[src/rtl/cmda_dly_seq.sv]
// cmda_dly_seq: delay-programming sequencer for the DDR3 command/address PHY lanes.
// Takes delay-write requests over valid/ready and drives one-hot ld strobes, a shared
// delay bus and a guarded set pulse into the per-lane output delay cells.
// Optional shadow readback is compiled in with `define CMDA_DLY_READBACK_EN.
module cmda_dly_seq #(
    parameter int unsigned ADDRESS_NUMBER = 15,
    parameter int unsigned CMD_LINES      = 8,
    parameter int unsigned DLY_WIDTH      = 8,
    parameter int unsigned SET_GAP        = 2
) (
    input  logic                      clk_div,
    input  logic                      rst_n,
    input  logic                      req_valid,
    output logic                      req_ready,
    input  logic [4:0]                req_addr,
    input  logic [4:0]                req_len,
    input  logic [DLY_WIDTH-1:0]      req_data,
    input  logic                      req_bcast,
    input  logic                      req_commit,
    output logic [DLY_WIDTH-1:0]      dly_data,
    output logic [ADDRESS_NUMBER-1:0] ld_addr,
    output logic [CMD_LINES-1:0]      ld_cmd,
    output logic                      set,
    output logic                      busy,
    output logic                      err,
    input  logic                      err_clr,
    input  logic [4:0]                rd_addr,
    output logic [DLY_WIDTH-1:0]      rd_data
);

    localparam int unsigned CMD_BASE = 24;

    typedef enum logic [2:0] {S_IDLE, S_LOAD, S_BCAST, S_GAP, S_SET} state_t;

    state_t                    state_q, state_d;
    logic [4:0]                cur_q, cur_d;
    logic [4:0]                cnt_q, cnt_d;
    logic [DLY_WIDTH-1:0]      data_q, data_d;
    logic                      commit_q, commit_d;
    logic [3:0]                gap_q, gap_d;
    logic [DLY_WIDTH-1:0]      dly_data_q, dly_data_d;
    logic [ADDRESS_NUMBER-1:0] ld_addr_q, ld_addr_d;
    logic [CMD_LINES-1:0]      ld_cmd_q, ld_cmd_d;
    logic                      set_q, set_d;
    logic                      busy_q, busy_d;
    logic                      err_q, err_d;

    function automatic logic lane_valid(input logic [4:0] n);
        lane_valid = ({1'b0, n} < 6'(ADDRESS_NUMBER)) ||
                     (({1'b0, n} >= 6'(CMD_BASE)) && ({1'b0, n} < 6'(CMD_BASE + CMD_LINES)));
    endfunction

    assign req_ready = (state_q == S_IDLE);
    assign dly_data  = dly_data_q;
    assign ld_addr   = ld_addr_q;
    assign ld_cmd    = ld_cmd_q;
    assign set       = set_q;
    assign busy      = busy_q;
    assign err       = err_q;

    // State and registered outputs.
    always_ff @(posedge clk_div or negedge rst_n) begin
        if (!rst_n) begin
            state_q    <= S_IDLE;
            cur_q      <= '0;
            cnt_q      <= '0;
            data_q     <= '0;
            commit_q   <= 1'b0;
            gap_q      <= '0;
            dly_data_q <= '0;
            ld_addr_q  <= '0;
            ld_cmd_q   <= '0;
            set_q      <= 1'b0;
            busy_q     <= 1'b0;
            err_q      <= 1'b0;
        end else begin
            state_q    <= state_d;
            cur_q      <= cur_d;
            cnt_q      <= cnt_d;
            data_q     <= data_d;
            commit_q   <= commit_d;
            gap_q      <= gap_d;
            dly_data_q <= dly_data_d;
            ld_addr_q  <= ld_addr_d;
            ld_cmd_q   <= ld_cmd_d;
            set_q      <= set_d;
            busy_q     <= busy_d;
            err_q      <= err_d;
        end
    end

    // Next state: request latch, burst walk and gap countdown.
    always_comb begin
        state_d  = state_q;
        cur_d    = cur_q;
        cnt_d    = cnt_q;
        data_d   = data_q;
        commit_d = commit_q;
        gap_d    = gap_q;
        unique case (state_q)
            S_IDLE: begin
                if (req_valid) begin
                    data_d   = req_data;
                    commit_d = req_commit;
                    cur_d    = req_addr;
                    cnt_d    = req_len;
                    state_d  = req_bcast ? S_BCAST : S_LOAD;
                end
            end
            S_LOAD: begin
                cur_d = cur_q + 5'd1;
                if (cnt_q == 5'd0) begin
                    state_d = commit_q ? S_GAP : S_IDLE;
                    gap_d   = 4'(SET_GAP - 1);
                end else begin
                    cnt_d = cnt_q - 5'd1;
                end
            end
            S_BCAST: begin
                state_d = commit_q ? S_GAP : S_IDLE;
                gap_d   = 4'(SET_GAP - 1);
            end
            S_GAP: begin
                if (gap_q == 4'd0) state_d = S_SET;
                else               gap_d   = gap_q - 4'd1;
            end
            S_SET:   state_d = S_IDLE;
            default: state_d = S_IDLE;
        endcase
    end

    // Outputs decoded from the next state so strobes line up with the state they belong to.
    always_comb begin
        ld_addr_d  = '0;
        ld_cmd_d   = '0;
        dly_data_d = dly_data_q;
        set_d      = (state_d == S_SET);
        busy_d     = (state_d != S_IDLE);
        err_d      = err_q & ~err_clr;
        if ((state_d == S_LOAD) || (state_d == S_BCAST)) dly_data_d = data_d;
        for (int i = 0; i < int'(ADDRESS_NUMBER); i++) begin
            ld_addr_d[i] = (state_d == S_BCAST) || ((state_d == S_LOAD) && (cur_d == 5'(i)));
        end
        for (int j = 0; j < int'(CMD_LINES); j++) begin
            ld_cmd_d[j] = (state_d == S_BCAST) ||
                          ((state_d == S_LOAD) && (cur_d == 5'(int'(CMD_BASE) + j)));
        end
        // A wasted cycle on an unmapped lane flags the error; set wins over clear.
        if ((state_q == S_LOAD) && !lane_valid(cur_q)) err_d = 1'b1;
    end

`ifdef CMDA_DLY_READBACK_EN
    localparam int unsigned NUM_ENTRIES = ADDRESS_NUMBER + CMD_LINES;

    logic [DLY_WIDTH-1:0] shadow_q [NUM_ENTRIES];
    logic [DLY_WIDTH-1:0] shadow_d [NUM_ENTRIES];
    logic [DLY_WIDTH-1:0] rd_data_q, rd_data_d;

    assign rd_data = rd_data_q;

    // Shadow file and readback register.
    always_ff @(posedge clk_div or negedge rst_n) begin
        if (!rst_n) begin
            for (int i = 0; i < int'(NUM_ENTRIES); i++) shadow_q[i] <= '0;
            rd_data_q <= '0;
        end else begin
            for (int i = 0; i < int'(NUM_ENTRIES); i++) shadow_q[i] <= shadow_d[i];
            rd_data_q <= rd_data_d;
        end
    end

    // Mirror every issued ld into the shadow; read the pre-write contents.
    always_comb begin
        for (int i = 0; i < int'(NUM_ENTRIES); i++) shadow_d[i] = shadow_q[i];
        rd_data_d = '0;
        for (int i = 0; i < int'(ADDRESS_NUMBER); i++) begin
            if (ld_addr_q[i]) shadow_d[i] = dly_data_q;
            if (rd_addr == 5'(i)) rd_data_d = shadow_q[i];
        end
        for (int j = 0; j < int'(CMD_LINES); j++) begin
            if (ld_cmd_q[j]) shadow_d[int'(ADDRESS_NUMBER) + j] = dly_data_q;
            if (rd_addr == 5'(int'(CMD_BASE) + j)) rd_data_d = shadow_q[int'(ADDRESS_NUMBER) + j];
        end
    end
`else
    logic unused_rd_addr;

    assign unused_rd_addr = ^rd_addr;
    assign rd_data        = '0;
`endif

endmodule

[config.mk]
export PLATFORM = sky130hd
export DESIGN_NAME = cmda_dly_seq
export DESIGN_NICKNAME = d
export VERILOG_FILES = /design/src/rtl/cmda_dly_seq.sv
export SDC_FILE = /design/constraint.sdc
export NUM_CORES = 1
export LEC_CHECK = 0
export ABC_AREA = 1
export BUFFER_PORTS_ARGS = -buffer_cell sky130_fd_sc_hd__buf_2
export CAP_MARGIN = 5
export CORE_MARGIN = 1.5
export CORE_UTILIZATION = 35
export DETAILED_ROUTE_END_ITERATION = 16
export PLACE_DENSITY = 0.53
export SLEW_MARGIN = 20
export SYNTH_ARGS = -nofsm -noshare
export SYNTH_HDL_FRONTEND = slang
export SYNTH_SLANG_ARGS = --single-unit
[constraint.sdc]
create_clock -name clk_div -period 2.9 [get_ports clk_div]
set_input_delay 0.145 -clock clk_div [delete_from_list [all_inputs] [get_ports clk_div]]
set_output_delay 0.145 -clock clk_div [all_outputs]
set_load 0.05 [all_outputs]
Word-level counts from Yosys, hierarchy flattened
Cells that the tools add are included.
{ "op_classes": {"n_mux": 17, "n_reduce_logical": 60, "order_cmp": 2, "add_sub_neg": 3, "eq_ne": 32, "bitwise": 2} }
{ "op_table": {"columns": ["operator", "n"], "rows": [
  ["5-bit equality test (second input constant)", 8],
  ["5-bit by 4-bit equality test with 1-bit output (second input constant)", 7],
  ["1-bit logical OR", 25],
  ["1-bit logical AND", 24],
  ["5-bit by 3-bit equality test with 1-bit output (second input constant)", 4],
  ["5-bit case mux with 2 select lines", 2],
  ["8-bit 2-to-1 mux", 2],
  ["5-bit 2-to-1 mux", 3],
  ["3-bit case mux with 4 select lines", 1],
  ["4-bit case mux with 3 select lines", 1],
  ["5-bit by 2-bit equality test with 1-bit output (second input constant)", 2],
  ["5-bit logical NOT", 2],
  ["3-bit by 2-bit equality test with 1-bit output (second input constant)", 3],
  ["3-bit 2-to-1 mux", 3],
  ["4-bit 2-to-1 mux", 2],
  ["2-bit inequality test (second input constant)", 4],
  ["3-bit by 1-bit equality test with 1-bit output (second input constant)", 2],
  ["3-bit AND reduction", 2],
  ["3-bit nonzero test", 2],
  ["5-bit by 1-bit adder with 5-bit output (second input constant)", 1],
  ["5-bit by 1-bit equality test with 1-bit output (second input constant)", 1],
  ["5-bit greater-or-equal comparator (second input constant)", 1],
  ["5-bit by 4-bit < comparator with 1-bit output (second input constant)", 1],
  ["5-bit by 1-bit subtractor with 5-bit output (second input constant)", 1],
  ["other kinds (11)", 12]
]} }
{ "totals": {"word_cells": 128, "out_inout_bits": 43, "regBits": 60, "in_bits": 29} }

Depth between registers and ports, before layout
{ "logic_depth": {"word_depth": 6, "ltp_mapped": 11, "ltp_nobuf": 11} }

Worst setup path before layout
Ideal clock, no wire load.
{ "synth_timing": {"path_kind": "register to register", "startpoint": "reg state_q[1]", "endpoint": "reg ld_addr_q[9], in the netlist ld_addr[9]", "required_ns": 2.824, "path_buffers": 0, "period_less_slack_ns": 2.043, "stages_incl_launch_ff": 10, "setup_ns": 0.076, "t_arrival_ns": 1.967, "setup_slack_ns": 0.857, "path_cell_list": "dfrtp_1 inv_1 nand2_1 nor2_1 nand2_1 nand3b_4 nand2_1 nor2_2 nand2_1 nand2_1"} }
{ "synth_between": {"elab_chain_cells": 5, "elab_cells_between_ends": 14, "cone_classes": "eq/ne (6); mux (5); reduce/logical (3)"} }
{ "synth_rtl": {"columns": ["item", "line", "rtl"], "rows": [
  ["start: declaration", "35", "state_t state_q, state_d;"],
  ["start signal: assignment", "77", "state_q <= state_d;"],
  ["3-bit logical NOT", null, null],
  ["net req_ready", "14", "output logic req_ready,"],
  ["5-bit case mux with 2 select lines", "100", "unique case (state_q)"],
  ["net cur_d[0]", "36", "logic [4:0] cur_q, cur_d;"],
  ["5-bit by 4-bit equality test with 1-bit output", "142", "ld_addr_d[i] = (state_d == S_BCAST) || ((state_d == S_LOAD) && (cur_d == 5'(i)));"],
  ["1-bit logical AND", "142", null],
  ["1-bit logical OR", "142", null],
  ["net ld_addr_d[9]", "42", "logic [ADDRESS_NUMBER-1:0] ld_addr_q, ld_addr_d;"],
  ["end signal: assignment", "84", "ld_addr_q <= ld_addr_d;"],
  ["end: declaration", "42", null]
]} }
The timed path passes the listed nets, and every way through them passes these cells.
A chain may end at the register's enable or synchronous reset.

Worst setup path in the final report
{ "layout_timing": {"startpoint": "reg state_q[1]", "endpoint": "reg busy_q, in the netlist busy"} }
{ "layout_between": {"elab_chain_cells": 3, "elab_cells_between_ends": 9, "cone_classes": "eq/ne (3); mux (4); reduce/logical (2)"} }
{ "layout_rtl": {"columns": ["item", "line", "rtl"], "rows": [
  ["3-bit by 2-bit equality test with 1-bit output, or another cell as far along", "100", null],
  ["3-bit case mux with 4 select lines *", "100", null],
  ["3-bit nonzero test *", "138", "busy_d = (state_d != S_IDLE);"],
  ["net busy_d", "45", "logic busy_q, busy_d;"],
  ["end signal: assignment", "87", "busy_q <= busy_d;"],
  ["end: declaration", "45", null]
]} }
Mark *: on every way through the listed nets, which the timed path passes. The rest lies on a longest branch.

==> out/qor.txt <==
Status -> completed
Die width -> 93.44 um
Synth Area in Simple Gates -> 29.24%
Clk_lat worst skew -> 0.35 ns
Worst slack, placed -> 1.047 ns
Finished Layout Cells -> 503
Layout fillers -> 805
CTS max path bufs -> 2
Combinational fraction of design power -> 53.7%
Post-cts resize count -> 0
CP Class -> register to register
Part of the power in the clock network -> 16.9%
CP Capture Type -> register
Maxcap violations -> 0
Setup bufs post-CTS -> 0
Compound-Gate Fraction of Synth Area -> 6.075%
Leading area contributor after synthesis -> dfrtp_1
Hold_buf cts -> 2
Mux cell area share after synthesis -> 0%
Post-Place Cells -> 485
Mapped Area -> 2863 sq um
P per Cell Area -> 1341 nW/um^2
Pin count of the biggest net entering global routing -> 61
Reg2reg setup slack -> 1.05 ns
WL final -> 6044 um
CTS tree -> done
Antenna Cells -> 0
Slew headroom -> 44.25%
Cell internal pwr -> 2.253 mW
Initial antenna violation count -> 0
Type of the most critical hold path -> input pin to register
Initial Util -> 36.67%
CP Launch Type -> register
Total power -> 4.602 mW
DR iter-0 viols -> 80
Io pins -> 72
Switch Pwr -> 2.350 mW
Final Hold Viols -> 0
Clock Skews -> 0.006486 ns
Final Cycle Share -> 63.74%
Worst path required time -> 3.15 ns
Global placement routability congestion -> 0.7846
Clock transition at path regs -> 0.07 ns
Most common cell after layout, fill and taps aside -> nand2_1
Global-route wire length before repair -> 10280 um
Hpwl dp -> 4132 um
Synth top area cells -> dfrtp_1, nand2_1, nand3_1
Fmax -> 541.0 MHz
Area growth, synth to finish -> 19.84%
Least-Margin Pin Slew -> 0.8340 ns
H-tree levels -> 3
Unique masters post-synth -> 29
Fin crit period -> 1.848 ns
Final #Nets -> 431
Maximum vdd drop -> 0.3565 mV
Async SR Flop Fraction -> 100.0%
Unrepaired setup endpoints after global routing -> no
Worst setup margin -> 1.052 ns
Cell area after layout -> 3431 sq um
Vias per std cell -> 4.471
DRC violations left -> 0
TritonRoute pass-1 iters -> 4
Sequential area share after synthesis -> 52.45%
# rows -> 32
Slowest-stage cell, CP -> nand3_1
Main combinational cell family by area after synthesis -> simple AND/OR/NAND/NOR gates
Adder-cell share of the synthesized area -> 2.622%
Seq pwr share -> 29.4%
Final ANT Viol Nets -> 0
Clock buffer count from CTS -> 9
CP peak stage delay -> 0.63 ns
DR WL/cell -> 12.02 um
Post-Synth XOR/XNOR Area -> 0.9178%
Commonest non-fill, non-tap cells in the layout -> nand2_1, dfrtp_1, buf_2, inv_1, nor2_1
Ys flop type -> dfrtp_1
Hold_ws -> 0.01842 ns
Total track usage -> 15.34%
Avg Cell Area, Syn -> 8.623 sq um
EDFF count, synth -> 0
TritonCTS Sinks -> 60
Layout cells sized above 1 -> 25.19%
DIE AREA -> 8731 sq um
Vias in the first global route -> 2232
Die height -> 93.44 um
Via count -> 2249
Final number of setup-violating endpoints -> 0
Top cell type's share of synthesized area -> 52.45%
Sw Share -> 51.06%
Crit path DAT -> 2.10 ns
Yosys warns -> 0
Pins over their slew limit -> 0
Lkg Pwr -> 1.982 nW
CP Max Fanout -> 25
Core ar. -> 7807 sq um
Post-layout util -> 43.94%
Root cell of the clock tree -> clkbuf_8
Synth Register Bits -> 60
Placed Area -> 3208 sq um
Global route total overflow -> 0
IO buf count -> 58
Critical Path, Cell by Cell -> inv_1 > nand2_1 > nor2_1 > nand3_1 > nand4_1
Post-synthesis cell count -> 332
Setup_tns -> 0 ns
-- layer usage --
layer / wire [um] / part of all wire [%] / vias up / GRT usage, %
met5: 0 / 0 / - / 0
met2: 2658 / 44 / 55 / 23.07
li1: - / - / 1164 / -
met4: 77 / 1.3 / 0 / 6.818
met1: 2947 / 49 / 1020 / 20.45
met3: 360 / 6.0 / 10 / 4.309
-- registers in the layout (all words and copies together) (netlist names) --
| name | flops |
|---|---|
| ld_addr | 15 |
| data_q | 8 |
| dly_data | 8 |
| ld_cmd | 8 |
| cnt_q | 5 |
| cur_q | 5 |
| gap_q | 4 |
| state_q | 3 |
| busy | 1 |
| commit_q | 1 |
| err | 1 |
| set | 1 |
-- layout make-up --
class / instances / area, sq um / share of cell area, %
flip-flops and latches: 60 / 1501 / 43.76
repair buffers: 62 / 325.3 / 9.482
multi-input cells: 228 / 1142 / 33.30
well taps: 102 / 127.6 / 3.720
clock buffers: 12 / 155.1 / 4.522
clock inverters: 4 / 47.55 / 1.386
inverters: 35 / 131.4 / 3.829
-- power by group through the flow --
stage,combinational (mW),clock [mW],sequential (mW)
final,2.47,0.777,1.35
after global routing,2.79,0.842,1.39
after CTS,2.50,0.796,1.35
after detailed placement,2.49,0,1.37
after global placement,2.45,0,1.36
after floorplan,1.42,0,1.96
-- final timing paths --
kind                                  start          end  depth (start not counted)
worst max-delay path             state_q[1]         busy                          5
worst min-delay path            req_data[7]    data_q[7]                          3
worst max register to register   state_q[1]         busy                          5
worst min register to register    data_q[2]    data_q[2]                          2
max in group asynchronous             rst_n    ld_cmd[6]                          3
min in group asynchronous             rst_n  dly_data[7]                          3
-- cell usage after synthesis, types with 2 or more instances --
cell	count
a21oi_1	2
a31oi_1	9
buf_2	4
buf_4	9
buf_6	2
dfrtp_1	60
ha_1	6
inv_1	31
inv_2	4
nand2_1	100
nand2_2	7
nand3_1	25
nand3_2	3
nand4_1	7
nor2_1	29
nor2_2	5
nor2_4	2
o21ai_0	10
o21ai_2	2
o22ai_1	4
xor2_1	3
-- worst max-delay path, delay by kind of cell, from the launching register on --
kind | cells | cell delay (ns)
buf+inv | 1 | 0.10
flops | 1 | 0.45
simple gates | 4 | 1.20
-- logic make-up after synthesis --
logic type / after synthesis
fa+ha+maj: 6
other cells: 1
buf+inv: 51
flops: 60
xor+xnor: 3
compound gates: 29
simple gates: 182
Power figures use the tool's default switching activity.
